--- src/rtl/sequential_divider.sv ---
// Multi-cycle signed 32-bit restoring divider: one quotient bit per clock, then sign fix-up.
// Optional macro DIVIDER_ZERO_CHECK_EN short-circuits a zero divisor straight to DONE.
module sequential_divider (
  input  logic        clk,
  input  logic        reset,
  input  logic        start,
  input  logic [31:0] opA,
  input  logic [31:0] opB,
  output logic [31:0] quotient,
  output logic [31:0] remainder,
  output logic        busy,
  output logic        res_ok,
  output logic        div_by_zero
);

  localparam int unsigned W  = 32;
  localparam int unsigned CW = 5;

  typedef enum logic [1:0] {S_IDLE, S_RUN, S_FIX, S_DONE} state_t;

  state_t         state_q, state_d;
  logic [W-1:0]   dvd_q, dvd_d;
  logic [W-1:0]   dvs_q, dvs_d;
  logic [W:0]     rem_q, rem_d;
  logic [W-1:0]   quo_q, quo_d;
  logic [CW-1:0]  cnt_q, cnt_d;
  logic           neg_quo_q, neg_quo_d;
  logic           neg_rem_q, neg_rem_d;
  logic [W-1:0]   quotient_q, quotient_d;
  logic [W-1:0]   remainder_q, remainder_d;
  logic           busy_q, busy_d;
  logic           res_ok_q, res_ok_d;
`ifdef DIVIDER_ZERO_CHECK_EN
  logic           dbz_q, dbz_d;
`endif

  logic [W+1:0]   shifted;
  logic [W+1:0]   trial;

  function automatic logic [W-1:0] mag(input logic [W-1:0] x);
    return x[W-1] ? (~x + W'(1)) : x;
  endfunction

  // Next-state, datapath and output computation
  always_comb begin
    state_d     = state_q;
    dvd_d       = dvd_q;
    dvs_d       = dvs_q;
    rem_d       = rem_q;
    quo_d       = quo_q;
    cnt_d       = cnt_q;
    neg_quo_d   = neg_quo_q;
    neg_rem_d   = neg_rem_q;
    quotient_d  = quotient_q;
    remainder_d = remainder_q;
    busy_d      = busy_q;
    res_ok_d    = res_ok_q;
`ifdef DIVIDER_ZERO_CHECK_EN
    dbz_d       = dbz_q;
`endif
    // rem_q[W] is always 0 after a restoring step, so the 34-bit trial sign is exact
    shifted = {rem_q, dvd_q[W-1]};
    trial   = shifted - (W+2)'(dvs_q);

    unique case (state_q)
      S_IDLE, S_DONE: begin
        if (start) begin
          dvd_d     = mag(opA);
          dvs_d     = mag(opB);
          neg_quo_d = opA[W-1] ^ opB[W-1];
          neg_rem_d = opA[W-1];
          rem_d     = '0;
          quo_d     = '0;
          cnt_d     = '0;
          state_d   = S_RUN;
          busy_d    = 1'b1;
          res_ok_d  = 1'b0;
`ifdef DIVIDER_ZERO_CHECK_EN
          dbz_d     = 1'b0;
          if (opB == '0) begin
            state_d     = S_DONE;
            busy_d      = 1'b0;
            res_ok_d    = 1'b1;
            quotient_d  = '1;
            remainder_d = opA;
            dbz_d       = 1'b1;
          end
`endif
        end
      end
      S_RUN: begin
        dvd_d = {dvd_q[W-2:0], 1'b0};
        if (!trial[W+1]) begin
          rem_d = trial[W:0];
          quo_d = {quo_q[W-2:0], 1'b1};
        end else begin
          rem_d = shifted[W:0];
          quo_d = {quo_q[W-2:0], 1'b0};
        end
        cnt_d = cnt_q + CW'(1);
        if (cnt_q == '1) state_d = S_FIX;
      end
      S_FIX: begin
        quotient_d  = neg_quo_q ? (~quo_q + W'(1)) : quo_q;
        remainder_d = neg_rem_q ? (~rem_q[W-1:0] + W'(1)) : rem_q[W-1:0];
        state_d     = S_DONE;
        busy_d      = 1'b0;
        res_ok_d    = 1'b1;
      end
      default: state_d = S_IDLE;
    endcase
  end

  always_ff @(posedge clk or posedge reset) begin
    if (reset) begin
      state_q     <= S_IDLE;
      dvd_q       <= '0;
      dvs_q       <= '0;
      rem_q       <= '0;
      quo_q       <= '0;
      cnt_q       <= '0;
      neg_quo_q   <= 1'b0;
      neg_rem_q   <= 1'b0;
      quotient_q  <= '0;
      remainder_q <= '0;
      busy_q      <= 1'b0;
      res_ok_q    <= 1'b0;
`ifdef DIVIDER_ZERO_CHECK_EN
      dbz_q       <= 1'b0;
`endif
    end else begin
      state_q     <= state_d;
      dvd_q       <= dvd_d;
      dvs_q       <= dvs_d;
      rem_q       <= rem_d;
      quo_q       <= quo_d;
      cnt_q       <= cnt_d;
      neg_quo_q   <= neg_quo_d;
      neg_rem_q   <= neg_rem_d;
      quotient_q  <= quotient_d;
      remainder_q <= remainder_d;
      busy_q      <= busy_d;
      res_ok_q    <= res_ok_d;
`ifdef DIVIDER_ZERO_CHECK_EN
      dbz_q       <= dbz_d;
`endif
    end
  end

  assign quotient  = quotient_q;
  assign remainder = remainder_q;
  assign busy      = busy_q;
  assign res_ok    = res_ok_q;
`ifdef DIVIDER_ZERO_CHECK_EN
  assign div_by_zero = dbz_q;
`else
  assign div_by_zero = 1'b0;
`endif

endmodule

--- config.mk ---
export PLATFORM = sky130hd
export DESIGN_NAME = sequential_divider
export DESIGN_NICKNAME = d
export VERILOG_FILES = /design/src/rtl/sequential_divider.sv
export SDC_FILE = /design/constraint.sdc
export NUM_CORES = 1
export LEC_CHECK = 0
export BUFFER_PORTS_ARGS = -buffer_cell sky130_fd_sc_hd__buf_2
export CORE_MARGIN = 5
export CORE_UTILIZATION = 64
export DETAILED_ROUTE_END_ITERATION = 12
export PLACE_DENSITY_LB_ADDON = 0.15
export SLEW_MARGIN = 40
export SYNTH_ARGS = -nofsm -noshare
export SYNTH_HDL_FRONTEND = slang
export SYNTH_SLANG_ARGS = --single-unit
--- constraint.sdc ---
create_clock -name clk -period 18.5 [get_ports clk]
set_input_delay 0.925 -clock clk [delete_from_list [all_inputs] [get_ports clk]]
set_output_delay 0.925 -clock clk [all_outputs]
set_load 0.02 [all_outputs]
=== Word-level counts from Yosys, hierarchy flattened ===
Index checks and enable logic that the tools add are counted.

* Bits in read-only memories: 0
* Word-level logic and storage cells: 58
* Latch bits: 0
* Memory bits (writable): 0
* Output and inout bits: 67
* Memories kept: 0
* Flip-flop bits (word level): 204
* Input bits: 67

* Equality and inequality tests: 6
* Multiplexer cells: 21
* Div/mod/pow operators: 0
* Reductions and logical operators: 8
* Add/sub/neg operators: 6
* Order comparisons: 0
* Multiply operators: 0
* Shifts and indexed selects: 0
* Bitwise logic cells: 5

{| class="wikitable"
|+ Operator list
! kind !! number
|-
| 32-bit two-way mux || 6
|-
| 32-bit by 1-bit adder with 32-bit output (second input constant) || 4
|-
| 32-bit NOT || 4
|-
| 32-bit one-hot mux with 2 select lines || 2
|-
| 33-bit two-way mux || 2
|-
| 33-bit one-hot mux with 2 select lines || 1
|-
| 34-bit by 32-bit subtractor with 34-bit output || 1
|-
| 5-bit one-hot mux with 2 select lines || 1
|-
| 2-bit AND reduction || 4
|-
| 2-bit one-hot mux with 3 select lines || 1
|-
| 5-bit by 1-bit adder with 5-bit output (second input constant) || 1
|-
| 5-bit == test (second input constant) || 1
|-
| 5-bit two-way mux || 1
|-
| 2-bit == test (second input constant) || 2
|-
| 2-bit two-way mux || 2
|-
| 2-bit != test (second input constant) || 2
|-
| 1-bit one-hot mux with 2 select lines || 2
|-
| 2-bit nonzero test || 2
|-
| 1-bit two-way mux || 3
|-
| 2-bit by 1-bit == test with 1-bit output (second input constant) || 1
|-
| 2-bit zero test || 1
|-
| 2-bit OR reduction || 1
|-
| 1-bit bitwise XOR || 1
|}

=== Logic depth before layout (Yosys ltp) ===
Gate-level depths: netlist of run 1.

* Depth in word-level cells: 5
* Mapped depth: 13
* Gate-level depth less buffers: 13

=== Worst setup path after synthesis of run 1 ===
No wires, ideal clock.

* Path kind: in2reg
* Start point: input opA[12]
* End point: register dvd_q[26]
* Library setup time: 141 ps
* Arrival: 3,236 ps
* Setup slack: 15,123 ps
* Stages: 9
* Data required time: 18,359 ps
* Path buffers: 0
* Cells stage by stage: or3_4 or4_4 or4_1 or4_4 o31ai_4 nand2_1 xor2_1 o22ai_1 a21oi_1

* Longest elaborated chain between the ends: 5

{| class="wikitable"
|+ Ends and longest elaborated chain
! item !! RTL line !! RTL
|-
| from (decl) || 7 || <nowiki>input logic [31:0] opA,</nowiki>
|-
| 32-bit NOT || 41 || <nowiki>return x[W-1] ? (~x + W'(1)) : x;</nowiki>
|-
| 32-bit by 1-bit adder with 32-bit output || 41 ||
|-
| 32-bit two-way mux || 41 ||
|-
| 32-bit two-way mux || 67 || <nowiki>if (start) begin</nowiki>
|-
| 32-bit one-hot mux with 2 select lines || 65 || <nowiki>unique case (state_q)</nowiki>
|-
| to (signal assigned) || 133 || <nowiki>dvd_q <= dvd_d;</nowiki>
|-
| to (decl) || 22 || <nowiki>logic [W-1:0] dvd_q, dvd_d;</nowiki>
|}

No other way between the ends. The select of a mux whose other input is x is not followed.
A chain may end at the register's enable or synchronous reset.

=== Worst setup path in the final report of run 1 ===
* Start point: register rem_q[0]
* End point: register rem_q[32]

* Longest elaborated chain between the ends: 3

{| class="wikitable"
|+ Ends and longest elaborated chain
! item !! RTL line !! RTL
|-
| from (decl) || 24 || <nowiki>logic [W:0] rem_q, rem_d;</nowiki>
|-
| from (signal assigned) || 135 || <nowiki>rem_q <= rem_d;</nowiki>
|-
| 34-bit by 32-bit subtractor with 34-bit output || 63 || <nowiki>trial = shifted - (W+2)'(dvs_q);</nowiki>
|-
| 33-bit two-way mux || 93 || <nowiki>if (!trial[W+1]) begin</nowiki>
|-
| 33-bit one-hot mux with 2 select lines || 65 ||
|}

No other way between the ends.

==> results of run 1 <==
[report_power, final]
| group | internal (mW) | switching (mW) | total [mW] |
|---|---|---|---|
| logic | 0.334 | 0.646 | 0.980 |
| registers | 0.601 | 0.105 | 0.706 |
| clock network | 0.254 | 0.173 | 0.427 |
| total | 1.19 | 0.924 | 2.11 |
[registers in the layout, summed over array words and instances, names as in the netlist]
register   count
neg_rem_q      1
quo_q         32
res_ok         1
dvs_q         32
neg_quo_q      1
busy           1
remainder     32
rem_q         33
quotient      32
cnt_q          5
state_q        2
dvd_q         32
[per-stage QoR]
stage          worst slack [ns]  power, mW  cell area, um2
6_report                  14.73       2.11           13700
3_5_place_dp              14.63       1.68           13000
5_1_grt                   14.53       2.27           13700
2_1_floorplan             12.01       1.41           12200
3_3_place_gp              14.68       1.64           13000
4_1_cts                   14.62       2.12           13700
[critical path, cell delays in order (launching register included)]
cell and delay (ns):
sky130_fd_sc_hd__dfrtp_1 0.47, sky130_fd_sc_hd__ha_1 0.30, sky130_fd_sc_hd__nor2b_1 0.14, sky130_fd_sc_hd__o31a_1 0.29, sky130_fd_sc_hd__o31ai_1 0.32, sky130_fd_sc_hd__a21oi_1 0.18, sky130_fd_sc_hd__a31o_2 0.27, sky130_fd_sc_hd__o31ai_2 0.52
sky130_fd_sc_hd__xor2_2 0.39, sky130_fd_sc_hd__or4b_2 0.72, sky130_fd_sc_hd__nand3_1 0.10
[cells in the mapped netlist, types with 32 or more instances]
cell                       instances  area (um2)
sky130_fd_sc_hd__a22o_1           33         289
sky130_fd_sc_hd__o31ai_1          38         285
sky130_fd_sc_hd__clkbuf_1         50         188
sky130_fd_sc_hd__o21ai_0         143         716
sky130_fd_sc_hd__nor2_1          121         454
sky130_fd_sc_hd__xor2_1          114         998
sky130_fd_sc_hd__a21oi_1         136         681
sky130_fd_sc_hd__inv_1            57         214
sky130_fd_sc_hd__dfrtp_1         204        5100
sky130_fd_sc_hd__xnor2_1          32         280
sky130_fd_sc_hd__nand2_1         141         529
sky130_fd_sc_hd__ha_1             41         513
[final timing paths]
kind,end,slack [ns],start,cells after the start
setup / recovery,rem_q[32]$_DFFE_PP0P_,14.73,rem_q[0]$_DFFE_PP0P_,10
hold / removal,dvs_q[28]$_DFFE_PP0P_,0.48,dvs_q[28]$_DFFE_PP0P_,2
min in group asynchronous,remainder[16]$_DFFE_PP0P_,0.50,reset,2
setup reg to reg,rem_q[32]$_DFFE_PP0P_,14.73,rem_q[0]$_DFFE_PP0P_,10
hold reg to reg,dvs_q[28]$_DFFE_PP0P_,0.48,dvs_q[28]$_DFFE_PP0P_,2
max in group asynchronous,neg_rem_q$_DFFE_PP0P_,16.90,reset,3
[cells by family after synthesis]
| kind of cell | count (synthesis) | synth area share, % |
|---|---|---|
| AOI/OAI and AO/OA | 444 | 22.4 |
| xor gates and xnor gates | 146 | 10.5 |
| adders and majority gates | 42 | 4.37 |
| buffers and inverters | 127 | 4.00 |
| DFF | 204 | 41.8 |
| muxes | 31 | 2.58 |
| other | 1 | 0.0307 |
| and+or+nand+nor | 372 | 14.3 |
[cell type report]
class                           instances  area share [%]
Multi-Input combinational cell       1036            48.7
Inverter                               57            1.65
Clock inverter                          2           0.273
Tap cell                              234            2.13
Clock buffer                           36            4.76
Timing Repair Buffer                  138            5.36
Sequential cell                       204            37.2
[layer usage]
metal	part of all wire, %	global-route usage, %	up-vias
met5	0	0	-
met4	1.0	4.39	0
met3	6.4	4.14	31
met2	44	40.5	305
met1	49	40.2	4833
li1	-	-	5043
[cells in the final DEF, fill, tap and decap left out, drive strengths merged, types with 4 or more instances in the layout]
cell	netlist	layout
dfrtp	204	204
o21ai	147	147
nand2	141	141
buf	20	138
a21oi	136	136
nor2	121	121
xor2	114	114
inv	57	57
ha	41	41
o31ai	39	39
clkbuf	50	36
a22o	33	33
xnor2	32	32
mux2i	27	27
nand3	16	16
or4	14	14
o41ai	14	14
nor4	14	14
a21o	13	13
o22ai	12	12
a32oi	12	12
or3	11	11
nand2b	9	9
nor3	9	9
nor2b	8	8
and2	7	7
or2	6	6
o21a	5	5
o21bai	5	5
a211oi	5	5
o211ai	5	5
nand4	5	5
mux2	4	4
a31oi	4	4
==> reports/metrics.yaml, run 1 <==
status:
  status: "finished, final reports clean"
sta:
  post-route-min-period_ns: 3.77
  hold_viol: 0
  setup_total_negative_slack_ns: 0
  grt_setup_unrepaired: "false"
  timing_max_transition_violations_final: 0
  max-slew-margin-rel_pct: 45.4
  tightest_slew_ns: 0.820
  report.final.setup_viol: 0
  fmax_ghz: 0.265
  finClkSkew_ns: 0.0108
  final_worst_path_cycle_share_pct: 20.4
  timing.hold.ws_ns: 0.476
logic_synthesis:
  number_of_synthesized_register_bits: 204
  post_synth_inst_count: 1367
  postSynthNetCount: 1476
  synth_area_per_cell_um2: 8.93
  yosys_most_used_dff: "sky130_fd_sc_hd__dfrtp_1"
  yosys.cell_types.count: 65
  synth-edff-count: 0
  yosysWarnings: 0
  mappedNetlistArea_mm2: 0.0122
  fraction_of_synthesis_flops_using_an_asynchronous_set_or_reset_pin_pct: 100
  ys_seq_area_share_pct: 41.8
cts:
  cts_resizes: 0
  clock_tree.root_cell: "sky130_fd_sc_hd__clkbuf_16"
  worst_skew_pair.late_latency_ns: 0.50
  cts.clk_slew.worst_paths_ns: 0.06
  clock_sinks: 204
  post-cts-setup-buffer-count: 0
  cts_max_path_buffers: 3
  hold_buffers: 0
  cts_buffers: 22
  cts_tree: "yes"
  htree_num_levels: 1
power_and_ir_drop:
  leakagePower_nw: 6.44
  vdd_ir_drop_max_mv: 0.111
  powerDensity_mw_per_mm2: 154
finish:
  layout.filler_cells: 1430
  sequential_cell_area_mm2: 0.00511
  post_layout_nonfiller_instances: 1707
  footprint_of_the_multi_input_gates_mm2: 0.00669
  post_route_cells_drive_above_1_share_pct: 14.1
  final_nets: 1568
  n_antenna_cell: 0
  final_util_pct: 73.2
  flow.area_growth_from_synthesis_pct: 12.6
worst_setup_path:
  worstSetupPathType: "reg2reg"
  worstPathRequired_ns: 18.93
  worst_ep_arrival_time_ns: 4.20
  critical_path.endpoint_type: "register"
  setup.worst_path.start_class: "register"
  critical_path_peak_fanout: 14
global_route:
  grt-ovfl-total: 0
  grt_antenna_before_repair: 0
  first_pass_grt_wire_length_um: 48500
  gr-usage-all-layers_pct: 26.3
  grt_pass1_vias: 9769
  grt_start_max_net_pins: 134
route:
  detail_route.vias_per_cell: 5.98
  drt_first_pass_iters: 7
  remaining_drc_errors: 0
  final_ant_viol_nets: 0
  detail_route.iter0.violations: 715
  wire_per_inst_um: 17.0
  routed-via-count: 10200
  detail_route.wirelength_um: 28900
floorplan:
  die_outline_width_um: 148
  placeableCoreArea_mm2: 0.0188
  start_util_pct: 65.0
  die_area_mm2: 0.0219
  io-pin-count: 134
  num_rows: 50
  dieHeight_um: 148
placed_design:
  gp_routability_congestion: 0.957
  dp_hpwl_um: 20100
  numPlacedInstances: 1669
  port_buffer_count: 132
job:
  reported_max_cap_violation_count: 0
worst_hold_path:
  hold_path_class: "reg2reg"
No activity file was read; power rests on OpenSTA's default activity.
==> inputs of run 2 (changes only) <==
--- a/config.mk
+++ b/config.mk
@@ -7,7 +7,7 @@
 export LEC_CHECK = 0
 export BUFFER_PORTS_ARGS = -buffer_cell sky130_fd_sc_hd__buf_2
 export CORE_MARGIN = 5
-export CORE_UTILIZATION = 64
+export CORE_UTILIZATION = 60
 export DETAILED_ROUTE_END_ITERATION = 12
 export PLACE_DENSITY_LB_ADDON = 0.15
 export SLEW_MARGIN = 40
==> constraint.sdc (replaced) <==
create_clock -name clk -period 3.5 [get_ports clk]
set_input_delay 0.175 -clock clk [delete_from_list [all_inputs] [get_ports clk]]
set_output_delay 0.175 -clock clk [all_outputs]
set_load 0.02 [all_outputs]
==> run 2 against run 1 <==
The run now ends with negative hold slack left; critical endpoint unchanged; hold slack got worse by 0.48 ns; highest routed layer unchanged; largest power group unchanged; combinational power rose to 5.3 times the previous value; clock-buffer cell count down 6; largest cell class unchanged; clock skew rose by 0.00059 ns; flip-flop and latch count stayed put.
==> reports/metrics.yaml, run 2 (synthesized netlist as in run 1, its figures left out) <==
cts:
  cts_buffers: 23  # +4.5%
  cts_tree: "yes"
  clock_tree.root_cell: "sky130_fd_sc_hd__clkbuf_16"
  cts_max_path_buffers: 3  # unchanged
  htree_num_levels: 1  # unchanged
  worst_skew_pair.late_latency_ns: 0.52  # +0.02 ns
  clock_sinks: 204  # unchanged
  cts.clk_slew.worst_paths_ns: 0.06  # about the same
global_route:
  gr-usage-all-layers_pct: 24.6  # -1.7 points
  grt_antenna_before_repair: 0  # unchanged
  grt_pass1_vias: 9924  # +1.6%
  first_pass_grt_wire_length_um: 49200  # +1.4%
  grt-ovfl-total: 0  # unchanged
  grt_start_max_net_pins: 94  # -30%
worst_setup_path:
  worstPathRequired_ns: 3.96  # -14.97 ns
  worstSetupPathType: "reg2reg"
  critical_path_peak_fanout: 4  # -10
  worst_ep_arrival_time_ns: 3.73  # -0.47 ns
  critical_path.endpoint_type: "register"
  setup.worst_path.start_class: "register"
job:
  reported_max_cap_violation_count: 0  # unchanged
route:
  wire_per_inst_um: 16.3  # -3.8%
  drt_first_pass_iters: 5  # -2
  final_ant_viol_nets: 0  # unchanged
  detail_route.iter0.violations: 796  # +11%
  routed-via-count: 10400  # +2.0%
  detail_route.vias_per_cell: 5.85  # -2.2%
  remaining_drc_errors: 0  # unchanged
  detail_route.wirelength_um: 29100  # +0.41%
sta:
  finClkSkew_ns: 0.0114  # +0.000593 ns
  hold_viol: 1  # +1
  setup_total_negative_slack_ns: 0  # unchanged
  fmax_ghz: 0.306  # +15%
  tightest_slew_ns: 0.804  # -0.0161 ns
  grt_setup_unrepaired: "false"
  max-slew-margin-rel_pct: 46.4  # +1.1 points
  report.final.setup_viol: 0  # unchanged
  timing_max_transition_violations_final: 0  # unchanged
  post-route-min-period_ns: 3.27  # -0.498 ns
  final_worst_path_cycle_share_pct: 93.4  # +73 points
  timing.hold.ws_ns: -0.00168  # -0.478 ns
finish:
  n_antenna_cell: 0  # unchanged
  post_route_cells_drive_above_1_share_pct: 15.5  # +1.4 points
  final_util_pct: 70.3  # -2.9 points
  registers.top_by_ff_count: "rem_q"
  footprint_of_the_multi_input_gates_mm2: 0.00667  # -0.22%
  flow.area_growth_from_synthesis_pct: 15.8
  sequential_cell_area_mm2: 0.00511  # about the same
  max_ffs_per_register: 33  # unchanged
  mostFrequentLayoutCell: "sky130_fd_sc_hd__dfrtp_1"
  layout.filler_cells: 1598  # +12%
  final_nets: 1608  # +2.6%
  final_cell_mix: "203 x sky130_fd_sc_hd__dfrtp_1, 143 x sky130_fd_sc_hd__o21ai_0, 140 x sky130_fd_sc_hd__nand2_1, 136 x sky130_fd_sc_hd__a21oi_1, 132 x sky130_fd_sc_hd__buf_2"
floorplan:
  dieHeight_um: 153  # +3.1%
  die_outline_width_um: 153  # +3.1%
  num_rows: 52  # +4.0%
  die_area_mm2: 0.0233  # +6.2%
  placeableCoreArea_mm2: 0.0201  # +7.1%
  io-pin-count: 134  # unchanged
  start_util_pct: 60.7  # -4.3 points
status:
  status: "finished, violations left"
  violations: "negative hold slack"
placed_design:
  port_buffer_count: 132  # unchanged
  dp_hpwl_um: 21100  # +5.0%
  gp_routability_congestion: 0.944  # -1.3%
power_and_ir_drop:
  leakagePower_nw: 6.64  # +3.2%
  vdd_ir_drop_max_mv: 0.550  # +400%
  power.total_mw: 11.2  # +430%
  powerDensity_mw_per_mm2: 794  # +420%
worst_hold_path:
  hold_path_class: "in2reg"
-- run 2: cell count changes in the layout (fill, tap and decap cells not counted), sizes merged --
cell         before  now
dlygate4sd3       0   15
buf             138  162
clkbuf           36   30
inv              57   58
clkinv            0    4
-- run 2: path summary, 6_finish.rpt --
kind / from / to / slack (ns) / cells after the start
setup / recovery: dvs_q[1]$_DFFE_PP0P_ / rem_q[32]$_DFFE_PP0P_ / 0.23 / 12
hold / removal: opB[15] / dvs_q[15]$_DFFE_PP0P_ / -0.002 / 3
setup reg to reg: dvs_q[1]$_DFFE_PP0P_ / rem_q[32]$_DFFE_PP0P_ / 0.23 / 12
hold reg to reg: dvs_q[26]$_DFFE_PP0P_ / dvs_q[26]$_DFFE_PP0P_ / 0.48 / 2
max in group asynchronous: reset / neg_rem_q$_DFFE_PP0P_ / 2.41 / 5
min in group asynchronous: reset / remainder[10]$_DFFE_PP0P_ / 0.30 / 4
-- run 2: per-stage QoR --
stage               cell area [um2]  std cells  hold WS, ns  setup WS, ns
global route                  14100       1781       0.0332        0.0153
detailed placement            13300       1729        0.318         0.245
CTS                           14100       1781     0.000947         0.219
floorplan                     12200       1367        0.347         0.437
finish                        14100       1781     -0.00168         0.230
global placement              13200       1727        0.384         0.371
-- run 2: layout make-up --
cell class | count | share of cell area [%]
Clock buffer | 30 | 4.47
Clock inverter | 7 | 0.611
Inverter | 57 | 1.54
Multi-Input combinational cell | 1036 | 47.2
Sequential cell | 204 | 36.1
Tap cell | 270 | 2.39
Timing Repair Buffer | 177 | 7.70
-- run 2: worst max-delay path, stage by stage, from the launching register on --
cell and delay [ns]:
sky130_fd_sc_hd__dfrtp_1 0.37, sky130_fd_sc_hd__inv_1 0.10, sky130_fd_sc_hd__ha_1 0.23, sky130_fd_sc_hd__nor2b_1 0.14, sky130_fd_sc_hd__o31a_1 0.28, sky130_fd_sc_hd__o31ai_1 0.32, sky130_fd_sc_hd__a21oi_1 0.20, sky130_fd_sc_hd__a31o_2 0.28
sky130_fd_sc_hd__o31ai_1 0.25, sky130_fd_sc_hd__buf_4 0.19, sky130_fd_sc_hd__xor2_1 0.09, sky130_fd_sc_hd__or4b_2 0.64, sky130_fd_sc_hd__nand3_1 0.10
-- run 2: layer usage --
metal | vias to the layer above | track usage [%] | share of wire (%)
met4 | 0 | 5.26 | 1.7
met1 | 4949 | 38.6 | 49
met5 | - | 0 | 0
li1 | 5129 | - | -
met3 | 50 | 3.61 | 6.4
met2 | 288 | 36.3 | 43
-- run 2: timing repair --
| action | in CTS | in global routing |
|---|---|---|
| endpoints found under the setup margin | 0 | 30 |
| resized for setup | 0 | 2 |
| hold endpoints to repair | 125 | 0 |
| hold buffers | 15 | 0 |
| setup buffers | 0 | 0 |
-- run 2: power by group --
part / total, mW / switching, mW / internal (mW)
logic: 5.24 / 3.40 / 1.84
clock network: 2.31 / 0.962 / 1.35
registers: 3.68 / 0.507 / 3.17
